--- config.mk ---
export PLATFORM = sky130hd
export DESIGN_NAME = dtw_core_ref_dump
export DESIGN_NICKNAME = d
export VERILOG_FILES = /design/src/rtl/dtw_core_pkg.sv /design/src/rtl/dtw_core_ref_skid.sv /design/src/rtl/dtw_core_ref_dump.sv
export SDC_FILE = /design/constraint.sdc
export NUM_CORES = 1
export LEC_CHECK = 0
export BUFFER_PORTS_ARGS = -buffer_cell sky130_fd_sc_hd__buf_4
export CAP_MARGIN = 25
export CORE_MARGIN = 2
export CORE_UTILIZATION = 45
export CTS_CLUSTER_SIZE = 10
export DETAILED_ROUTE_END_ITERATION = 12
export HOLD_SLACK_MARGIN = 0.12
export PLACE_DENSITY = 0.77
export SLEW_MARGIN = 5
export SYNTH_ARGS = -nofsm -noshare
export SYNTH_HDL_FRONTEND = slang
export SYNTH_SLANG_ARGS = --single-unit
--- constraint.sdc ---
create_clock -name clk_in -period 5.9 [get_ports clk_in]
set_input_delay 0 -clock clk_in [delete_from_list [all_inputs] [get_ports clk_in]]
set_output_delay 0 -clock clk_in [all_outputs]
set_load 0.03 [all_outputs]
--- src/rtl/dtw_core_pkg.sv ---
// Shared definitions for the DTW core: run-control FSM encodings and
// the memory-port mode select shared between the loader and readback.
package dtw_core_pkg;

   localparam logic [1:0] IDLE = 2'd0;
   localparam logic [1:0] DUMP = 2'd1;
   localparam logic [1:0] DONE = 2'd2;

   localparam logic MODE_DTW_READ = 1'b0;
   localparam logic MODE_LOAD_REF = 1'b1;

endpackage

--- src/rtl/dtw_core_ref_skid.sv ---
// Two-entry FIFO that absorbs destination backpressure; the head word
// is held in a register so it can drive the FIFO data port directly.
module dtw_core_ref_skid #(
   parameter int W = 16
) (
   input  logic         clk,
   input  logic         clear,
   input  logic         push,
   input  logic         pop,
   input  logic [W-1:0] din,
   output logic [W-1:0] head,
   output logic [1:0]   occ
);

   logic [W-1:0] tail;

   always_ff @(posedge clk) begin
      if (clear) begin
         occ  <= 2'd0;
         head <= '0;
         tail <= '0;
      end else begin
         case ({push, pop})
            2'b10: begin
               if (occ == 2'd0) head <= din;
               else             tail <= din;
               occ <= occ + 2'd1;
            end
            2'b01: begin
               head <= tail;
               occ  <= occ - 2'd1;
            end
            // occupancy unchanged; the new word lands behind the surviving one
            2'b11: begin
               if (occ == 2'd1) head <= din;
               else begin
                  head <= tail;
                  tail <= din;
               end
            end
            default: ;
         endcase
      end
   end

endmodule

--- src/rtl/dtw_core_ref_dump.sv ---
// Reference-memory readback: streams words 0..len-1 into the destination
// FIFO in address order, at most two words outstanding at any time.
module dtw_core_ref_dump
   import dtw_core_pkg::*;
#(
   parameter int DATA_WIDTH       = 16,
   parameter int REFMEM_PTR_WIDTH = 20
) (
   input  logic                        clk_in,
   input  logic                        rst_in,
   input  logic                        rs_in,
   input  logic [REFMEM_PTR_WIDTH-1:0] ref_len_in,
   output logic                        busy_out,
   output logic                        dump_done_out,
   output logic [REFMEM_PTR_WIDTH-1:0] ref_addr_out,
   input  logic [DATA_WIDTH-1:0]       ref_data_in,
   output logic                        dst_fifo_clear_out,
   output logic                        dst_fifo_wren_out,
   input  logic                        dst_fifo_full_in,
   output logic [DATA_WIDTH-1:0]       dst_fifo_data_out,
   output logic [1:0]                  dbg_state,
   output logic [REFMEM_PTR_WIDTH-1:0] dbg_addr
);

   localparam int PW = REFMEM_PTR_WIDTH;

   logic [1:0]    state, state_nxt;
   logic [PW-1:0] len, iss, wr, addr_q;
   logic          inflight, issue, wren, flush;
   logic [1:0]    occ, pending;

   assign pending = {1'b0, inflight} + occ;
   assign wren    = (state == DUMP) && (occ != 2'd0) && !dst_fifo_full_in;
   // a write this cycle frees a slot, so a full pipe can still issue
   assign issue   = (state == DUMP) && (iss < len) &&
                    ((pending < 2'd2) || ((pending == 2'd2) && wren));
   assign flush   = rst_in || (state_nxt == IDLE);

   always_ff @(posedge clk_in) begin
      if (rst_in) state <= IDLE;
      else        state <= state_nxt;
   end

   always_comb begin
      state_nxt = state;
      case (state)
         IDLE: if (rs_in) state_nxt = DUMP;
         DUMP: begin
            if (!rs_in)                      state_nxt = IDLE;
            else if (wr + PW'(wren) == len)  state_nxt = DONE;
         end
         DONE: if (!rs_in) state_nxt = IDLE;
         default: state_nxt = IDLE;
      endcase
   end

   always_comb begin
      busy_out           = (state == DUMP);
      dump_done_out      = (state == DONE);
      dst_fifo_clear_out = (state == IDLE);
   end

   // pointers are zeroed whenever the next cycle is IDLE (reset or abort)
   always_ff @(posedge clk_in) begin
      if (flush) begin
         len      <= '0;
         iss      <= '0;
         wr       <= '0;
         addr_q   <= '0;
         inflight <= 1'b0;
      end else begin
         if (state == IDLE) len <= ref_len_in;
         if (issue) begin
            iss    <= iss + 1'b1;
            addr_q <= iss;
         end
         if (wren) wr <= wr + 1'b1;
         inflight <= issue;
      end
   end

   dtw_core_ref_skid #(.W(DATA_WIDTH)) u_skid (
      .clk   (clk_in),
      .clear (flush),
      .push  (inflight),
      .pop   (wren),
      .din   (ref_data_in),
      .head  (dst_fifo_data_out),
      .occ   (occ)
   );

   assign ref_addr_out      = issue ? iss : addr_q;
   assign dst_fifo_wren_out = wren;
   assign dbg_state         = state;
   assign dbg_addr          = iss;

endmodule

* After elaboration in Yosys (flattened, before gate mapping) *
Index checks and enable logic that the tools add are counted.

word-level totals
  flip-flop bits (word level) = 117
  bits of input ports = 40
  output and inout port bits = 62

cells by class
  add/sub/neg operators = 6
  $lt $le $gt $ge = 2
  eq/ne operators = 11
  muxes and demuxes = 13
  reductions and logical operators = 17

operators by type and width
  kind                                                             count
  16-bit two-way mux                                               4
  16-bit case mux with 3 select lines                              1
  20-bit by 1-bit adder with 20-bit output, second input constant  2
  16-bit case mux with 2 select lines                              1
  20-bit by 1-bit adder with 20-bit output                         1
  20-bit == test                                                   1
  20-bit less-than comparator                                      1
  20-bit two-way mux                                               1
  2-bit == test, second input constant                             4
  2-bit two-way mux                                                4
  2-bit by 1-bit == test with 1-bit output, second input constant  3
  2-bit logical NOT                                                3
  2-bit case mux with 3 select lines                               1
  2-bit nonzero test                                               3
  1-bit logical AND                                                5
  2-bit != test, second input constant                             2
  2-bit case mux with 2 select lines                               1
  3-bit AND reduction                                              1
  3-bit nonzero test                                               1
  1-bit by 2-bit adder with 2-bit output                           1
  2-bit by 1-bit adder with 2-bit output, second input constant    1
  1-bit logical OR                                                 2
  2-bit less-than comparator, second input constant                1
  2-bit by 1-bit != test with 1-bit output, second input constant  1
  other kinds (3)                                                  3

* Logic depth before layout (Yosys ltp) *
Gate-level depths: netlist (run 1).

  depth in word-level cells = 10
  depth in mapped cells = 12
  mapped depth without buffers = 12

* Modules after synthesis *
From an unflattened synthesis (run 1), not the netlist that was laid out.

second synthesis, totals
  cells, all modules = 723
  area total of the unflattened synthesis = 6,214.7 µm²

modules (own cells, without submodules)
  module             instances  cells an instance  area each (µm²)  seq. area each (µm²)
  dtw_core_ref_dump  1          524                4,439.3          1,661.6
  dtw_core_ref_skid  1          199                1,775.5          680.7

* Worst setup path before layout (run 1) *
No wires, ideal clock.

  path kind = register to register
  start point = register u_skid.occ[0]
  end point = register state[0], in the netlist dbg_state[0]
  setup time = 0.116 ns
  data arrival time = 3.273 ns
  setup slack = 2.511 ns
  cell stages (with the launch flop) = 12
  path buffers = 0
  path through = dfxtp_1 -> inv_1 -> ha_1 -> nor4b_4 -> ha_1 -> ha_1 -> nand2_1 -> a311o_1 -> nand3_1 -> o2111ai_1 -> or4_1 -> o211a_1

between the ends
  cells in the longest elaborated chain, start to end = 8

ends and longest elaborated chain
  what                                      line                     text
  from (decl)                               dtw_core_ref_skid.sv:12  output logic [1:0] occ
  from (signal assigned)                    dtw_core_ref_skid.sv:27  occ <= occ + 2'd1;
  from (signal assigned)                    dtw_core_ref_skid.sv:31  occ <= occ - 2'd1;
  2-bit nonzero test                        dtw_core_ref_dump.sv:33  assign wren = (state == DUMP) && (occ != 2'd0) && !dst_fifo_full_in;
  1-bit logical AND (2 in series)           dtw_core_ref_dump.sv:33
  named net dst_fifo_wren_out               dtw_core_ref_dump.sv:18  output logic dst_fifo_wren_out,
  20-bit by 1-bit adder with 20-bit output  dtw_core_ref_dump.sv:50  else if (wr + PW'(wren) == len) state_nxt = DONE;
  20-bit == test                            dtw_core_ref_dump.sv:50
  2-bit two-way mux                         dtw_core_ref_dump.sv:50
  2-bit two-way mux                         dtw_core_ref_dump.sv:49  if (!rs_in) state_nxt = IDLE;
  2-bit case mux with 3 select lines        dtw_core_ref_dump.sv:46  case (state)
  to (signal assigned)                      dtw_core_ref_dump.sv:41  else state <= state_nxt;
  to (decl)                                 dtw_core_ref_dump.sv:27  logic [1:0] state, state_nxt;

The timed path passes the listed nets, and every way through them passes these cells.
A chain may end at the register's enable or synchronous reset.

* Final worst setup path (run 1) *
  start point = register u_skid.occ[0]
  end point = output port ref_addr_out[19]

between the ends
  cells in the longest elaborated chain, start to end = 7
  elaborated cells on any way between the ends = 10

ends and longest elaborated chain
  what                                                                                            line                     text
  parallel branches: the longest is 4 deep, another holds 1-bit by 2-bit adder with 2-bit output  n/a
  1-bit logical OR *                                                                              dtw_core_ref_dump.sv:36  ((pending < 2'd2) || ((pending == 2'd2) && wren));
  1-bit logical AND *                                                                             dtw_core_ref_dump.sv:35  assign issue = (state == DUMP) && (iss < len) &&
  20-bit two-way mux *                                                                            n/a
  to (decl)                                                                                       dtw_core_ref_dump.sv:15  output logic [REFMEM_PTR_WIDTH-1:0] ref_addr_out,

Every way passes the cells marked *.

==> results of run 1 <==
-- timing repair --
action                    in CTS  in global routing
buffers inserted               0                  0
hold buffers                  40                  0
hold endpoints to repair      59                  0
-- flip-flops by register name, indices dropped and copies added (netlist names) --
name / cells
wr: 20
addr_q: 20
inflight: 1
len: 20
dbg_addr: 20
u_skid.head: 16
dbg_state: 2
u_skid.occ: 2
u_skid.tail: 16
-- worst max-delay path: stages (launching register included) --
cell and delay [ns]:
dfxtp_1 0.39, inv_1 0.06, ha_1 0.25, nor4b_4 0.67, inv_2 0.12, o21ai_2 0.21
nand4b_4 0.19, a21oi_4 0.14, buf_4 0.42, mux2_2 0.41, buf_4 0.17
-- where the power goes --
group          switching, mW  internal, mW
clock network          0.374         0.678
logic                 0.0856        0.0755
registers             0.0116         0.801
-- Yosys cell counts (5+ instances only) --
cell and count:
dfxtp_1 117, nand2_1 78, nor2_1 73, a21oi_1 41, inv_1 33, ha_1 30
xnor2_1 30, clkbuf_1 24, mux2i_1 24, a211oi_1 23, and2_1 23, nand4_1 21
mux2_2 20, nand3_1 17, a22oi_1 16, xor2_1 16, o21ai_0 15, nand2b_1 10
buf_2 8, nor3_1 8, or3_1 8, and3_1 6, a31o_2 5
-- through the flow --
stage               setup WS [ns]  util, %  instances  hold WS [ns]
CTS                         2.413    59.91       1015        0.3485
finish                      2.428    59.91       1015        0.3559
detailed placement          2.459    52.22        943        0.2540
global placement            2.555    52.22        943        0.2415
floorplan                   2.511        -        698       0.08068
global route                2.210    59.91       1015        0.3852
-- cells in the final DEF, fill, tap and decap left out, types with 10 or more instances in the layout --
master and count:
a211oi_1 23, a21oi_1 39, a22oi_1 16, and2_1 23, buf_4 107, clkbuf_16 17, dfxtp_1 117, dlygate4sd3_1 40
ha_1 30, inv_1 33, mux2_2 20, mux2i_1 24, nand2_1 77, nand2b_1 10, nand3_1 17, nand4_1 21
nor2_1 73, o21ai_0 15, xnor2_1 30, xor2_1 16
-- worst paths after layout --
| path | startpoint | slack [ns] | end |
|---|---|---|---|
| worst max-delay path | u_skid.occ[0]$_SDFFE_PP0P_ | 2.43 | ref_addr_out[19] |
| worst min-delay path | ref_data_in[3] | 0.36 | u_skid.tail[3]$_SDFFE_PP0P_ |
| worst min register to register | len[0]$_SDFFE_PP0P_ | 0.49 | len[0]$_SDFFE_PP0P_ |
| worst max register to register | u_skid.occ[0]$_SDFFE_PP0P_ | 2.44 | dbg_state[0]$_SDFF_PP0_ |
-- cells by family after synthesis --
logic type	synth area share [%]
DFF	38.80
and+or+nand+nor	21.74
xor gates and xnor gates	6.673
AOI/OAI and AO/OA	13.53
buffers and inverters	5.140
adders and majority gates	6.218
muxes	7.896
-- layer usage --
metal	wire, um	share of wire [%]	GRT usage (%)	vias to the layer above
li1	-	-	-	2686
met1	7349	48	29.62	2491
met2	6955	45	34.07	163
met3	732	4.8	5.513	35
met4	361	2.3	9.338	0
met5	0	0	0	-
-- final cells by class --
cell class	count	share of cell area (%)
multi-input cells	509	42.95
flip-flops and latches	117	29.64
repair buffers	147	15.23
clock buffers	22	6.254
well taps	176	2.787
inverters	34	1.615
clock inverters	10	1.520
==> reports/metrics.yaml, run 1 <==
ctsResizeCount: 0
ys_warn_count: 0
drt-total-wl_um: 15400
die_x_um: 119.8
synth_top_area_share_pct: 38.80
place.gp.congestion: 0.8922
cp_max_fo: 41
multi_input_area_um2: 3395
synth_cell_types: 55
slew_viol_final: 0
skew_ns: 0.008592
postLayoutCellArea_um2: 7903
synthFlopType: "dfxtp_1"
final_layout_size_suffix_gt1_share_pct: 21.33
die_h_um: 119.8
antennaDiodeCount: 0
cts_buffers: 17
yosysTopAreaCell: "dfxtp_1"
finalCritPeriodShare_pct: 58.85
cts.sinks: 117
peakVddDrop_v: 0.0001999
start_util_pct: 45.77
io_buffers: 101
htreeDepth: 4
num-nets-final: 896
async_flop_share_pct: 0
hold_viol: 0
start_kind: "flop"
area_growth_pct: 30.90
outcome: "completed"
n_fill_cell: 1142
cts.clk_slew.worst_paths_ns: 0.06
avgSynthCellArea_um2: 8.649
clockBufferDepth: 2
hpwlAfterDp_um: 10240
synth_cells: 698
row_count: 42
ff_latch_area_um2: 2342
max_freq_mhz: 288.0
drt_iter0_markers: 375
drc: 0
rsz0062_at_grt: "no"
grt_pass1_vias: 5110
synth_edf_count: 0
ys_seq_area_share_pct: 38.80
p_leak_nw: 3.288
grt_pass1_wl_um: 25270
whs_path_depth: 4
design.core.area_um2: 13190
drv_cap: 0
setup_viol: 0
critPathRequiredTime_ns: 5.90
synthTopCellsByArea: "dfxtp_1 39%, ha_1 6.2%, nand2_1 4.8%"
grt_max_degree: 89
synth_seq_cells: 117
place_area_um2: 6888
grt_use_total_pct: 22.15
period_needed_ns: 3.472
tritoncts: "yes"
pin_count: 102
dieArea_um2: 14360
wl_per_cell_um: 15.17
dr.pass1.iters: 6
powerDensity_nw_per_um2: 256.3
grt-ovfl-total: 0
vias: 5375
p_total_mw: 2.025
fin_setup_tns_ns: 0
timing_worst_setup_path_type: "flop to output pin"
antenna_found_initial: 0
worstMarginPinSlew_ns: 0.9213
via_per_inst: 5.296
clock_latency_ns: 0.42
cp.arrival_ns: 3.47
synth_nets: 768
relSlewSlack_pct: 38.58
critPathCaptureType: "output pin"
hold_path.class: "primary input to flop"
synth_area_um2: 6037
r2r_cells: 10
root_buffer: "clkbuf_16"
ant_nets: 0
No activity file was read; power rests on OpenSTA's default activity.
==> run 2, diff against run 1 <==
ABC_AREA = 1   (was unset)
clock period = 3.6 ns   (was 5.9 ns; I/O delays follow)
==> reports/metrics.yaml, run 2 <==
synthFlopType: "dfxtp_1"
htreeDepth: 4
final_cell_mix: "197 x nand2_1, 138 x nor2_1, 132 x inv_1"
relSlewSlack_pct: 55.28
powerDensity_nw_per_um2: 407.9
dr.pass1.iters: 5
clock_latency_ns: 0.43
die_h_um: 124.0
grt_max_degree: 116
layout_commonest_cell: "nand2_1"
p_leak_nw: 3.746
hold_slack_ns: 0.3058
io_buffers: 101
drv_cap: 0
postLayoutCellArea_um2: 8392
fin_setup_tns_ns: 0
n_fill_cell: 1245
fin_cells: 1266
grt_use_total_pct: 23.19
num-nets-final: 1142
hold_buffers: 39
yosysTopAreaCell: "dfxtp_1"
worstMarginPinSlew_ns: 0.6663
critPathRequiredTime_ns: 3.60
grt_pass1_wl_um: 27690
placed_cells: 1194
clockBufferDepth: 2
antenna_found_initial: 1
hpwlAfterDp_um: 11710
start_util_pct: 46.36
timing_worst_setup_path_type: "flop to output pin"
place_area_um2: 7412
drt-total-wl_um: 17290
max_freq_mhz: 324.0
synthTopCellsByArea: "dfxtp_1 36%, nand2_1 11%, nor2_1 8.1%"
dp_slack_ns: 0.6458
cp.arrival_ns: 3.09
synth_seq_cells: 117
drt_iter0_markers: 410
cp_max_fo: 31
peakVddDrop_v: 0.0003279
cts.sinks: 117
fin_util_pct: 59.99
cts_buffers: 17
r2r_cells: 18
place.gp.congestion: 0.9071
pin_count: 102
synth_most_common_cell: "nand2_1"
setup_viol: 0
finalCritPeriodShare_pct: 85.74
ant_nets: 0
p_total_mw: 3.423
fin_ws_ns: 0.5135
skew_ns: 0.007383
final_layout_size_suffix_gt1_share_pct: 14.47
via_per_inst: 5.015
period_needed_ns: 3.086
synth_top_area_share_pct: 36.12
area_growth_pct: 29.40
crit_chain: "inv_1, ha_1, nand3_1, nor3_1, nand3_1, nor2_1, nand2_1, nand3_1, nor2_2, nand2_1, buf_4, nand2_1, nand2_1, inv_1, buf_4"
ys_seq_area_share_pct: 36.12
synth_cell_types: 33
synth_edf_count: 0
synth_area_um2: 6485
grt_pass1_vias: 5762
synth_cells: 939
die_x_um: 124.0
critPathCaptureType: "output pin"
hold_path.class: "primary input to flop"
cts.clk_slew.worst_paths_ns: 0.05
async_flop_share_pct: 0
wl_per_cell_um: 13.65
outcome: "completed"
crit_buf_inv: 4
postCtsSetupBuffers: 0
hold_viol: 0
ys_warn_count: 0
drc: 0
cp_slowest_stage_delay_ns: 0.41
avgSynthCellArea_um2: 6.906
grt-ovfl-total: 0
vias: 6349
tritoncts: "yes"
worst-path-stages: 15
rsz0062_at_grt: "no"
row_count: 43
ctsResizeCount: 0
synth_common_cells: "197 x nand2_1, 140 x nor2_1, 132 x inv_1, 117 x dfxtp_1, 73 x a21oi_1"
slew_viol_final: 0
root_buffer: "clkbuf_16"
crit_family: "simple AND/OR/NAND/NOR gates"
design.core.area_um2: 13990
dieArea_um2: 15390
whs_path_depth: 5
critical-path-slowest-cell: "dfxtp_1"
synth_nets: 1009
start_kind: "flop"
cpMostUsedCell: "nand2_1"
==> run 2: cell types whose count changed in the layout (fill, tap and decap cells not counted), moves of 11 or more <==
cell      previous run  this run
xor2_1              16        34
nor2_1              73       138
nand3b_1             0        11
a22oi_1             16         0
a211oi_1            23         0
a21oi_1             39        73
a221oi_1             0        16
nand2_1             77       197
and2_1              23         0
nand3_1             17        64
inv_1               33       132
mux2_2              20         0
xnor2_1             30        16
==> run 2: power by group <==
part           leakage [nW]  total, mW  switching (mW)  internal, mW
Clock                 0.276       1.68           0.624          1.05
Combinational          2.52      0.409           0.245         0.164
Sequential            0.947       1.34          0.0148          1.32
Total                  3.75       3.42           0.885          2.54
==> run 2: final cells by class <==
class | instances | area (um2) | share of cell area, %
inverter | 136 | 510.5 | 6.083
clock buffer | 21 | 460.4 | 5.487
sequential | 117 | 2342 | 27.91
tap | 180 | 225.2 | 2.684
antenna | 1 | 2.502 | 0.02982
multi-input combinational | 651 | 3492 | 41.61
timing repair buffer | 149 | 1232 | 14.69
clock inverter | 11 | 126.4 | 1.506
==> run 2: worst register-to-register path, stage by stage (launching register included) <==
cell,delay (ns)
dfxtp_1,0.39
inv_1,0.06
ha_1,0.25
nor3_4,0.39
ha_1,0.32
ha_1,0.25
nand3_1,0.15
nor2_1,0.29
nand2_1,0.14
nand2_1,0.08
nand2_1,0.04
inv_1,0.04
nand2_1,0.04
nor2_1,0.08
nand2_1,0.05
nor2_1,0.13
nand3_1,0.08
nand2_1,0.06
inv_1,0.03
==> run 2: final timing paths <==
check	startpoint	endpoint	slack [ns]
setup / recovery	len[10]$_SDFFE_PP0P_	ref_addr_out[11]	0.51
hold / removal	rst_in	u_skid.tail[3]$_SDFFE_PP0P_	0.31
hold reg to reg	u_skid.head[9]$_SDFFE_PP0P_	u_skid.head[9]$_SDFFE_PP0P_	0.47
setup reg to reg	u_skid.occ[0]$_SDFFE_PP0P_	dbg_state[0]$_SDFF_PP0_	0.61
==> run 2: cell families after synthesis <==
family | Yosys count | synth area share [%]
simple gates | 447 | 29.08
compound gates | 108 | 9.628
mux | 16 | 2.470
flops | 117 | 36.12
xor+xnor | 50 | 6.753
buf+inv | 171 | 10.17
fa+ha+maj | 30 | 5.788
==> run 2: metal layers <==
metal  share of wire (%)  wire length, um  GRT usage (%)
met1                  45             7746          30.29
met4                 1.8              305          8.919
met3                 7.0             1207          5.082
met5                   0                0              0
met2                  46             8028          37.33
==> run 3, diff against run 2 <==
CORE_UTILIZATION = 55   (was 45)
PLACE_DENSITY = 0.85   (was 0.77)
==> reports/metrics.yaml, run 3 (synthesized netlist as in run 2, its figures left out) <==
outcome: "completed"
cts_buffers: 17
peakVddDrop_v: 0.0004341
drv_cap: 0
layout_commonest_cell: "nand2_1"
critPathCaptureType: "output pin"
finalCritPeriodShare_pct: 85.52
postCtsSetupBuffers: 0
cts.sinks: 117
start_util_pct: 56.55
postLayoutCellArea_um2: 8382
timing_worst_setup_path_type: "flop to output pin"
num-nets-final: 1142
crit_family: "simple AND/OR/NAND/NOR gates"
root_buffer: "clkbuf_16"
via_per_inst: 5.355
p_switching_mw: 0.8576
grt_use_total_pct: 29.10
max_freq_mhz: 324.8
hpwlAfterDp_um: 11350
start_kind: "flop"
grt-ovfl-total: 0
dp_slack_ns: 0.6537
die_h_um: 112.6
antennaDiodeCount: 0
n_fill_cell: 848
fin_util_pct: 73.09
crit_chain: "inv_1, ha_1, nand2_1, nor3_1, nand3_1, nor2_1, nand2_1, nand3_1, nor2_2, nand2_1, buf_4, nand2_1, nand2_1, inv_1, buf_4"
crit_buf_inv: 4
seqPwrFrac_pct: 37.6
area_growth_pct: 29.25
clockBufferDepth: 2
clock_latency_ns: 0.42
antenna_found_initial: 0
drc: 0
fin_ws_ns: 0.5212
hold_viol: 0
critPathRequiredTime_ns: 3.60
io_buffers: 101
critical-path-slowest-cell: "buf_4"
wl_per_cell_um: 14.57
place.gp.congestion: 0.9217
p_leak_nw: 3.766
p_int_mw: 2.692
die_x_um: 112.6
cts.clk_slew.worst_paths_ns: 0.05
grt_max_degree: 116
powerDensity_nw_per_um2: 423.5
pin_count: 102
drt_iter0_markers: 578
grt_pass1_vias: 6346
cp_slowest_stage_delay_ns: 0.39
place_area_um2: 7366
final_cell_mix: "197 x nand2_1, 138 x nor2_1, 132 x inv_1"
dr.pass1.iters: 6
p_clk_share_pct: 50.8
p_total_mw: 3.549
rsz0062_at_grt: "no"
row_count: 39
ant_nets: 0
drt-total-wl_um: 17880
cp_max_fo: 32
final_layout_size_suffix_gt1_share_pct: 14.30
design.core.area_um2: 11470
fin_setup_tns_ns: 0
hold_path.class: "primary input to flop"
vias: 6571
tritoncts: "yes"
setup_viol: 0
cp.arrival_ns: 3.08
ctsResizeCount: 0
cpMostUsedCell: "nand2_1"
grt_pass1_wl_um: 29940
relSlewSlack_pct: 55.23
dieArea_um2: 12680
period_needed_ns: 3.079
p_comb_share_pct: 11.6
slew_viol_final: 0
worstMarginPinSlew_ns: 0.6671
switching_share_pct: 24.16
skew_ns: 0.007119
htreeDepth: 4
hold_buffers: 39
[run 3: cell count changes in the layout (fill, tap and decap cells not counted), sizes merged]
cell	previous run	this run
bufinv	2	4
diode	1	0
clkinv	4	1
clkbuf	21	23
clkinvlp	4	3
inv	137	136
[run 3: cell type report]
| type | count | area [um2] | area share [%] |
|---|---|---|---|
| Timing Repair Buffer | 149 | 1232 | 14.70 |
| Tap cell | 143 | 178.9 | 2.135 |
| Clock inverter | 8 | 147.6 | 1.761 |
| Sequential cell | 117 | 2342 | 27.94 |
| Clock buffer | 23 | 478.0 | 5.702 |
| Inverter | 136 | 510.5 | 6.090 |
| Multi-Input combinational cell | 651 | 3492 | 41.66 |
[run 3: path summary, 6_finish.rpt]
kind	end	depth (start not counted)	slack [ns]	startpoint
min reg2reg	u_skid.head[0]$_SDFFE_PP0P_	2	0.47	u_skid.head[0]$_SDFFE_PP0P_
max	ref_addr_out[9]	15	0.52	len[6]$_SDFFE_PP0P_
max reg2reg	dbg_state[0]$_SDFF_PP0_	18	0.55	u_skid.occ[0]$_SDFFE_PP0P_
min	len[3]$_SDFFE_PP0P_	5	0.31	rst_in
[run 3: per-layer routing]
metal / up-vias / part of all wire, % / GRT usage [%]
met1: 3014 / 42 / 36.59
met5: - / 0 / 0
li1: 3252 / - / -
met2: 264 / 48 / 48.54
met3: 41 / 6.8 / 6.803
met4: 0 / 2.7 / 11.14
[run 3: power by group through the flow]
stage | Combinational (mW) | Clock (mW) | Sequential, mW
2_1_floorplan | 0.234 | 0 | 1.37
3_3_place_gp | 0.364 | 0 | 1.36
3_5_place_dp | 0.368 | 0 | 1.36
4_1_cts | 0.406 | 1.81 | 1.34
5_1_grt | 0.451 | 1.88 | 1.34
6_report | 0.412 | 1.80 | 1.34
[run 3: per-stage QoR]
step / std cells / hold WS, ns
2_1_floorplan: 939 / 0.06657
3_3_place_gp: 1156 / 0.2403
3_5_place_dp: 1157 / 0.2468
4_1_cts: 1227 / 0.3321
5_1_grt: 1227 / 0.3724
6_report: 1227 / 0.3106
[run 3: worst register-to-register path, stage by stage (launching register included)]
cell and delay [ns]:
dfxtp_1 0.40, inv_1 0.06, ha_1 0.26, nor3_4 0.39, ha_1 0.31, ha_1 0.25
nand3_1 0.14, nor2_1 0.26, nand2_1 0.16, nand2_1 0.10, nand2_1 0.05, inv_1 0.05
nand2_1 0.04, nor2_1 0.09, nand2_1 0.06, nor2_1 0.13, nand3_1 0.09, nand2_1 0.07
inv_1 0.03
